### src/rtl/bp_stream_to_lite_gather.sv
// Gathers a wrapped BedRock stream (header + narrow beat each) into one
// wide BedRock Lite message {header, data}.
module bp_stream_to_lite_gather #(
    parameter int paddr_width_p = 40,
    parameter int lce_id_width_p = 8,
    parameter int in_data_width_p = 64,
    parameter int out_data_width_p = 512,
    parameter int payload_width_p = lce_id_width_p + 8,
    parameter logic [15:0] payload_mask_p = '0,
    localparam int in_msg_header_width_lp = payload_width_p + 3 + paddr_width_p + 4,
    localparam int out_msg_width_lp = in_msg_header_width_lp + out_data_width_p
) (
    input  logic                              clk_i,
    input  logic                              reset_n_i,
    input  logic [in_msg_header_width_lp-1:0] in_msg_header_i,
    input  logic [in_data_width_p-1:0]        in_msg_data_i,
    input  logic                              in_msg_v_i,
    output logic                              in_msg_ready_and_o,
    input  logic                              in_msg_lock_i,
    output logic [out_msg_width_lp-1:0]       out_msg_o,
    output logic                              out_msg_v_o,
    input  logic                              out_msg_ready_and_i
);

    localparam int beat_bytes_lp = in_data_width_p / 8;
    localparam int max_beats_lp = out_data_width_p / in_data_width_p;
    localparam int off_w_lp = $clog2(beat_bytes_lp);
    localparam int ptr_w_lp = (max_beats_lp > 1) ? $clog2(max_beats_lp) : 1;

    if (in_data_width_p > out_data_width_p
        || (out_data_width_p % in_data_width_p) != 0) begin : g_bad_width
        $error("bp_stream_to_lite_gather: illegal data width ratio");
    end

    typedef struct packed {
        logic [payload_width_p-1:0] payload;
        logic [2:0]                 size;
        logic [paddr_width_p-1:0]   addr;
        logic [3:0]                 msg_type;
    } hdr_t;

    typedef enum logic [1:0] {
        e_ready,
        e_gather,
        e_full
    } state_e;

    typedef logic [max_beats_lp-1:0][in_data_width_p-1:0] buf_t;

    state_e              state_q, state_d;
    logic [ptr_w_lp-1:0] beats_left_q, beats_left_d;
    hdr_t                hdr_q, hdr_d;
    buf_t                data_q, data_d;

    hdr_t                in_hdr;
    logic [ptr_w_lp-1:0] slot;
    logic                has_data;
    int                  shamt;
    int                  beats_n;
    logic [ptr_w_lp-1:0] beats_m1;
    logic                in_hs;

    assign in_hdr = in_msg_header_i;
    assign slot = in_hdr.addr[off_w_lp +: ptr_w_lp];
    assign in_hs = in_msg_v_i & in_msg_ready_and_o;

    // Beat count is derived from the first beat's header only
    always_comb begin
        has_data = payload_mask_p[in_hdr.msg_type];
        shamt = (int'(in_hdr.size) > off_w_lp) ? int'(in_hdr.size) - off_w_lp : 0;
        beats_n = has_data ? (1 << shamt) : 1;
        if (beats_n > max_beats_lp) begin
            beats_n = max_beats_lp;
        end
        beats_m1 = ptr_w_lp'(beats_n - 1);
    end

    always_comb begin
        state_d = state_q;
        beats_left_d = beats_left_q;
        hdr_d = hdr_q;
        data_d = data_q;
        in_msg_ready_and_o = 1'b0;
        out_msg_v_o = 1'b0;
        unique case (state_q)
            e_ready: begin
                in_msg_ready_and_o = 1'b1;
                if (in_msg_v_i) begin
                    hdr_d = in_hdr;
                    beats_left_d = beats_m1;
                    if (beats_m1 == '0) begin
                        data_d = {max_beats_lp{in_msg_data_i}};
                        state_d = e_full;
                    end else begin
                        data_d[slot] = in_msg_data_i;
                        state_d = e_gather;
                    end
                end
            end
            e_gather: begin
                in_msg_ready_and_o = 1'b1;
                if (in_msg_v_i) begin
                    data_d[slot] = in_msg_data_i;
                    beats_left_d = beats_left_q - 1'b1;
                    if (beats_left_d == '0) begin
                        state_d = e_full;
                    end
                end
            end
            e_full: begin
                out_msg_v_o = 1'b1;
                if (out_msg_ready_and_i) begin
                    state_d = e_ready;
                end
            end
            default: state_d = e_ready;
        endcase
    end

    always_ff @(posedge clk_i or negedge reset_n_i) begin
        if (!reset_n_i) begin
            state_q <= e_ready;
            beats_left_q <= '0;
            hdr_q <= '0;
            data_q <= '0;
        end else begin
            state_q <= state_d;
            beats_left_q <= beats_left_d;
            hdr_q <= hdr_d;
            data_q <= data_d;
        end
    end

    assign out_msg_o = {hdr_q, data_q};

    // Lock must drop exactly on the final beat of a message
    a_lock: assert property (@(posedge clk_i) disable iff (!reset_n_i)
        in_hs |-> (in_msg_lock_i == (beats_left_d != '0)))
        else $error("bp_stream_to_lite_gather: lock mismatch");

    a_hdr: assert property (@(posedge clk_i) disable iff (!reset_n_i)
        (in_hs && state_q == e_gather) |->
            (in_hdr.msg_type == hdr_q.msg_type
             && in_hdr.size == hdr_q.size
             && in_hdr.addr[paddr_width_p-1:off_w_lp+ptr_w_lp]
                == hdr_q.addr[paddr_width_p-1:off_w_lp+ptr_w_lp]))
        else $error("bp_stream_to_lite_gather: header drift within message");

endmodule

### config.mk
export PLATFORM = sky130hd
export DESIGN_NAME = bp_stream_to_lite_gather
export DESIGN_NICKNAME = d
export VERILOG_FILES = /design/src/rtl/bp_stream_to_lite_gather.sv
export SDC_FILE = /design/constraint.sdc
export NUM_CORES = 1
export LEC_CHECK = 0
export ABC_AREA = 1
export BUFFER_PORTS_ARGS = -buffer_cell sky130_fd_sc_hd__buf_2
export CAP_MARGIN = 25
export CORE_AREA = 4 4 274 276
export CTS_CLUSTER_SIZE = 14
export DETAILED_ROUTE_END_ITERATION = 8
export DIE_AREA = 0 0 278 280
export HOLD_SLACK_MARGIN = 0.06
export SETUP_SLACK_MARGIN = 0.4
export SLEW_MARGIN = 20
export SYNTH_ARGS = -nofsm -noshare
export SYNTH_HDL_FRONTEND = slang
export SYNTH_SLANG_ARGS = --single-unit
export TNS_END_PERCENT = 100
### constraint.sdc
create_clock -name clk_i -period 1 [get_ports clk_i]
set_input_delay 0.2 -clock clk_i [delete_from_list [all_inputs] [get_ports clk_i]]
set_output_delay 0.2 -clock clk_i [all_outputs]
set_load 0.05 [all_outputs]
== Yosys cells after proc, flatten, opt, wreduce, memory -nomap -nowiden ==
Memory sizes are Yosys's and may differ from the RTL's.
Index checks and enable logic that the tools add are counted.
Widths: inputs -> output; s select.
Storage, ports and cells
  flip-flop bits (word level): 580
  bits in read-only memories: 16
  input port bits: 132
  word-level logic and storage cells: 61
  memories: 1
Memories
  (no name shown): depth 16, bits a word 1, rd ports 1, clocked after memory_dff 0, write ports 0, line 69  | has_data = payload_mask_p[in_hdr.msg_type];
Operators by class
  add/sub/neg operators: 3
  magnitude comparators: 5
  eq/ne operators: 6
  shift operators: 1
  multiplexer cells: 22
  reduce and logical (&&, ||, !) cells: 9
Operator list (number)
  $mux 512: 3
  $pmux 512 s2: 1
  $bwmux 512: 1
  $demux 64 s3: 1
  $mux 32: 2
  $mux 64: 1
  $gt 32x5->1 const B: 1
  $shl 1x32->32 const A: 1
  $mux 2: 5
  $mux 3: 3
  $ne 2x2->1 const B: 4
  $logic_not 3->1: 2
  $pmux 2 s3: 1
  $pmux 3 s2: 1
  $lt 4x5->1 const B: 1
  $lt 3x4->1 const B: 1
  $reduce_and 4->1: 1
  $sub 3x2->4 const B: 1
  $ge 3x1->1 const B: 1
  $gt 3x2->1 const B: 1
  $mux 1: 3
  $reduce_and 3->1: 1
  $sub 3x1->3 const B: 1
  $sub 3x2->3 const B: 1
  other kinds (7): 7

== Longest topological paths before layout ==
Gate-level depths: netlist (run 1).
  word-level depth: 11
  depth in mapped cells: 6
  gate-level depth less buffers: 4

== Worst setup path after synthesis (run 1) ==
Ideal clock, no wire load.
  path kind: register to register
  from: reg state_q[1]
  to: reg hdr_q (netlist bit out_msg_o[556])
  setup time: 69 ps
  data arrival time: 1533 ps
  data required time: 931 ps
  setup slack: -602 ps
  cell stages (with the launch flop): 5
  buffers on the path: 1
  cell sequence: dfrtp_1 > inv_2 > clkbuf_1 > nand3_1 > nand2_1
On the way
  longest elaborated chain between the ends: 2
Ends and longest elaborated chain
  start, declared: line 50  | state_e state_q, state_d;
  start signal, assigned: line 122  | state_q <= e_ready;
  start signal, assigned: line 127  | state_q <= state_d;
  $logic_not 2->1: line 85  | unique case (state_q)
  $reduce_and 2->1 (no line)
  end signal, assigned: line 129  | hdr_q <= hdr_d;
  end, declared: line 52  | hdr_t hdr_q, hdr_d;
No other way between the ends.
A chain may end at the register's enable or synchronous reset.

==> out/metrics.cfg, run 1 <==
[place]
place_area_um2 = 10400
placedCellCount = 2221
port_buffers = 707
place_congestion = 0.760
dp_slack_ps = -215
dp_hpwl_mm = 27.6

[pwr]
p_per_area_nw_per_um2 = 3000
ir_worst_vdd_mv = 1.81
p_leak_nw = 8.41
p_total_mw = 50.9

[cells_and_area]
stdcell_area_um2 = 17000
fin_nets = 1625
fin_cells = 2468
post-route-util_pct = 23.4
drive_gt1_share_pct = 62.6
syn2layout_area_growth_pct = 102
nFillCells = 7596

[grt]
track_usage_pct = 9.97
antenna_found_initial = 3
grt_pass1_wl_mm = 56.3
grt_start_max_net_pins = 44
grt_remaining_overflow = 0
grt_pass1_vias = 7764

[synth]
synth_seq_area_share_pct = 38.1
synthesis.nets = 1134
ys_seq_elements = 128
syn_area_um2 = 8410
synth_cells = 1002
avgSynthCellArea_um2 = 8.40
synth_cell_types = 9
yosys_warnings = 0

[timing]
fin_ws_ps = -570
post-route-period-util_pct = 157
setup_violations = 705
slew_viol_final = 0
tightest_slew_ps = 359
holdWs_ps = -431
fin_tns_setup_ps = -269520
min_period_ps = 1570
fmax_mhz = 637
rsz0062_at_grt = true
timing.slew.headroom_pct = 76.2
finalHoldViolCount = 128
skew_ps = 11.7

[die]
die_area_um2 = 77800
start_util_pct = 11.6
die-width_um = 278
pin_count = 709
num_rows = 99
die_h_um = 280
core_area_um2 = 72600

[critical_path]
crit_slowest_cell = dfrtp_4
crit_required_ps = 800
crit_arrival_ps = 1370
path_cells = buf_2, buf_4
crit_path_max_incr_delay_ps = 520
crit_buf_inv = 2
cp-start-kind = flop
cp_top_family = flip-flops
path_max_fanout = 6
crit_path_end_kind = primary output
crit_type = flop to primary output

[clock_network]
clock_latency_ps = 450
clk_pin_slew_ps = 60
numCtsBuffers = 17
cts_hold_buf = 117
cts_buffer_depth = 2
cts.htree.levels = 4
cts_tree = yes
cts_num_sinks = 128
cts-root-buf = clkbuf_16

[detailed_routing]
avgRoutedWirePerCell_um = 17.6
firstDrtPassIters = 4
first_iter_violations = 367
vias = 8060
routed_via_density = 3.27
drt.antenna.violating_nets = 0
drc = 0
wl_mm = 43.3

[status]
status = complete, but fails checks
violations = hold timing, setup timing

[run]
maxCapViolCount = 0

[hold_path]
hp-class = primary input to asynchronous set/reset pin

metal layers:
metal | part of all wire, % | vias up | global-route usage, %
met2 | 47 | 490 | 15.6
li1 | - | 3660 | -
met4 | 2.4 | 2 | 3.55
met3 | 9.1 | 45 | 3.52
met5 | 0.028 | - | 0
met1 | 42 | 3863 | 12.7
flip-flops by register name, indices dropped and copies added (netlist names):
name and count:
out_msg_o 127, state_q 1
placed cells by master (no fill, tap or decap), types with 17 or more instances in the layout:
cell type / synthesis / routed
buf_12: 0 / 146
nand3_1: 127 / 127
dfrtp_1: 128 / 63
buf_4: 452 / 80
clkbuf_16: 0 / 17
buf_8: 0 / 157
buf_2: 33 / 350
buf_6: 4 / 112
dfrtp_4: 0 / 64
dlygate4sd3_1: 0 / 117
nand2_1: 255 / 254
cells by family (layout without fill, tap and decap cells):
kind of cell | after synthesis | count (layout) | synth area share, %
compound gates | 1 | 1 | 0.0594
other cells | 0 | 3 | 0
flops | 128 | 128 | 38.1
buf+inv | 491 | 995 | 42.9
simple gates | 382 | 382 | 18.9
path summary, 6_finish.rpt:
path	startpoint	endpoint	slack, ps	depth (start not counted)
max in group asynchronous	reset_n_i	out_msg_o[405]	930	2
setup reg to reg	state_q[1]	out_msg_o[388]	-330	6
setup / recovery	out_msg_o[416]	out_msg_o[32]	-570	2
min in group clk_i	in_msg_header_i[52]	out_msg_o[564]	20	3
hold / removal	reset_n_i	state_q[1]	-430	1
hold reg to reg	out_msg_o[537]	out_msg_o[537]	470	2
power by group:
group          switching (mW)  leakage [nW]  internal [mW]
sequential               1.28          1.50           6.59
clock                    2.80         0.296           4.24
combinational            23.6          6.61           12.3
total                    27.7          8.41           23.2
synth_stat cells, drive strengths merged:
master	n	area, µm²
o21ai	1	5.00
inv	1	3.75
nand3	127	636
buf	489	3600
nand2	255	957
dfrtp	128	3200
clkbuf	1	3.75
layout make-up:
cell class | count | area, µm² | area share (%)
diodes | 3 | 7.51 | 0.0442
clock buffers | 19 | 443 | 2.61
clock inverters | 13 | 186 | 1.10
inverters | 1 | 8.76 | 0.0516
multi-input cells | 383 | 1610 | 9.51
flip-flops and latches | 128 | 3440 | 20.3
well taps | 959 | 1200 | 7.07
repair buffers | 962 | 10100 | 59.3
what timing repair did:
action                                  in CTS  in global routing
cloned                                       0                  0
gates resized for setup                    797                441
hold endpoints to repair                   256                138
setup buffers                               69                 26
endpoints found under the setup margin     705                705
(Power assumes the default switching activity.)
==> inputs of run 2 (changes only) <==
--- a/config.mk
+++ b/config.mk
@@ -13,6 +13,7 @@
 export DETAILED_ROUTE_END_ITERATION = 8
 export DIE_AREA = 0 0 278 280
 export HOLD_SLACK_MARGIN = 0.06
+export MAX_ROUTING_LAYER = met4
 export SETUP_SLACK_MARGIN = 0.4
 export SLEW_MARGIN = 20
 export SYNTH_ARGS = -nofsm -noshare
==> run 2 against run 1 <==
The run still ends with hold timing, setup timing left; non-clock buffer count decreased by 4; cell count fell by 0.12%; fmax is 1.0% higher; clock-buffer cell count unchanged; utilization decreased by 0.20 points; combinational power is 1% lower; critical path type unchanged; highest routed layer is now met4.
==> out/metrics.cfg, run 2 (synthesis results as in run 1) <==
[status]
status = complete, but fails checks
violations = hold timing, setup timing

[pwr]
p_total_mw = 50.6  ; -0.61%
ir_worst_vdd_mv = 1.81  ; -0.24%
p_leak_nw = 8.36  ; -0.62%
p_per_area_nw_per_um2 = 3010  ; +0.25%

[timing]
min_period_ps = 1550  ; -15.7 ps
post-route-period-util_pct = 155  ; -1.6 points
rsz0062_at_grt = true
finalHoldViolCount = 128  ; unchanged
holdWs_ps = -429  ; +1.86 ps
slew_viol_final = 0  ; unchanged
tightest_slew_ps = 359  ; -0.305 ps
fin_ws_ps = -554  ; +15.7 ps
timing.slew.headroom_pct = 76.2  ; about the same
skew_ps = 9.38  ; -2.30 ps
fmax_mhz = 643  ; +1.0%
setup_violations = 705  ; unchanged

[grt]
grt_remaining_overflow = 0  ; unchanged
track_usage_pct = 10.3  ; +0.30 points
grt_start_max_net_pins = 44  ; unchanged
grt_pass1_vias = 7782  ; +0.23%
grt_pass1_wl_mm = 56.2  ; -0.12%
antenna_found_initial = 3  ; unchanged

[clock_network]
cts_num_sinks = 128  ; unchanged
numCtsBuffers = 17  ; unchanged
cts-root-buf = clkbuf_16
cts_hold_buf = 117  ; unchanged
cts_buffer_depth = 2  ; unchanged
clk_pin_slew_ps = 60  ; about the same
cts_tree = yes
cts.htree.levels = 4  ; unchanged
clock_latency_ps = 460  ; about the same

[die]
core_area_um2 = 72600  ; unchanged
die_h_um = 280  ; unchanged
num_rows = 99  ; unchanged
die_area_um2 = 77800  ; unchanged
start_util_pct = 11.6  ; unchanged
die-width_um = 278  ; unchanged
pin_count = 709  ; unchanged

[detailed_routing]
drc = 0  ; unchanged
firstDrtPassIters = 5  ; +1
first_iter_violations = 362  ; -1.4%
drt.antenna.violating_nets = 0  ; unchanged
avgRoutedWirePerCell_um = 17.4  ; -0.85%
vias = 7989  ; -0.88%
routed_via_density = 3.24  ; -0.76%
wl_mm = 42.9  ; -0.97%

[critical_path]
cp-start-kind = flop
crit_required_ps = 800  ; about the same
crit_path_end_kind = primary output
ff2ff_setup_slack_ps = -340  ; about the same
path_max_fanout = 6  ; unchanged
crit_arrival_ps = 1350  ; -20 ps
crit_type = flop to primary output

[cells_and_area]
fin_cells = 2465  ; -0.12%
fin_nets = 1621  ; -0.25%
mostFrequentLayoutCell = buf_2
nFillCells = 7608  ; +0.16%
mostFrequentLayoutCells = buf_2 (370), nand2_1 (254), buf_8 (156)
multi_input_area_um2 = 1610  ; unchanged
syn2layout_area_growth_pct = 100
register_area_um2 = 3440  ; unchanged
largest_reg_flops = 127  ; unchanged
drive_gt1_share_pct = 62.5  ; -0.10 points

[hold_path]
hp-class = primary input to asynchronous set/reset pin

[place]
placedCellCount = 2221  ; unchanged
dp_hpwl_mm = 27.6  ; unchanged
port_buffers = 707  ; unchanged
place_congestion = 0.770  ; +1.4%
dp_slack_ps = -215  ; unchanged

[run]
maxCapViolCount = 0  ; unchanged

-- run 2: changes by cell type in the layout (fill, tap and decap cells not counted) --
cell     previous run  this run
buf_2             350       370
diode_2             3         4
buf_6             112        96
buf_4              80        73
buf_8             157       156
-- run 2: final cells by class --
class                           count  area share (%)
Tap cell                          959            7.13
Clock buffer                       19            2.63
Timing Repair Buffer              958            58.9
Sequential cell                   128            20.5
Antenna cell                        4          0.0595
Inverter                            1          0.0521
Multi-Input combinational cell    383            9.59
Clock inverter                     13            1.11
-- run 2: path summary, 6_finish.rpt --
| check | to | cells past startpoint | from |
|---|---|---|---|
| worst max-delay path | out_msg_o[32] | 2 | out_msg_o[416] |
| max in group asynchronous | out_msg_o[405] | 2 | reset_n_i |
| worst min-delay path | state_q[1] | 1 | reset_n_i |
| worst max register to register | out_msg_o[388] | 6 | state_q[1] |
| worst min register to register | out_msg_o[537] | 2 | out_msg_o[537] |
| min in group clk_i | out_msg_o[564] | 3 | in_msg_header_i[52] |
-- run 2: critical path, stage by stage, from the launching register on --
cell and delay (ps):
dfrtp_4 520, buf_2 190, buf_4 200
-- run 2: metal layers --
layer  GRT usage (%)  share of wire (%)  wire, µm
met3            3.06                8.2      3510
met5               -                  0         0
met4            3.46                2.3       966
met1            13.0                 43     18500
met2            15.7                 46     19900
-- run 2: stage by stage --
stage          utilization [%]  hold WS, ps  area [µm²]  setup TNS [ps]
2_1_floorplan                -        -95.6        9920          -19860
3_3_place_gp              14.4         48.2       10400          -16570
3_5_place_dp              14.4         47.6       10400          -20790
4_1_cts                   21.3         -492       15500         -309080
5_1_grt                   23.2         -472       16800         -319240
6_report                  23.2         -429       16800         -269310
-- run 2: timing repair --
action / 4_1_cts / 5_1_grt
endpoints found under the setup margin: 705 / 705
endpoints found under the hold margin: 256 / 138
setup buffers: 69 / 22
resized for setup: 797 / 377
-- run 2: where the power goes --
part           switching [mW]  internal, mW  leakage [nW]
logic                    23.5          12.1          6.56
registers                1.29          6.59          1.50
clock network            2.81          4.24         0.296
total                    27.6          22.9          8.36
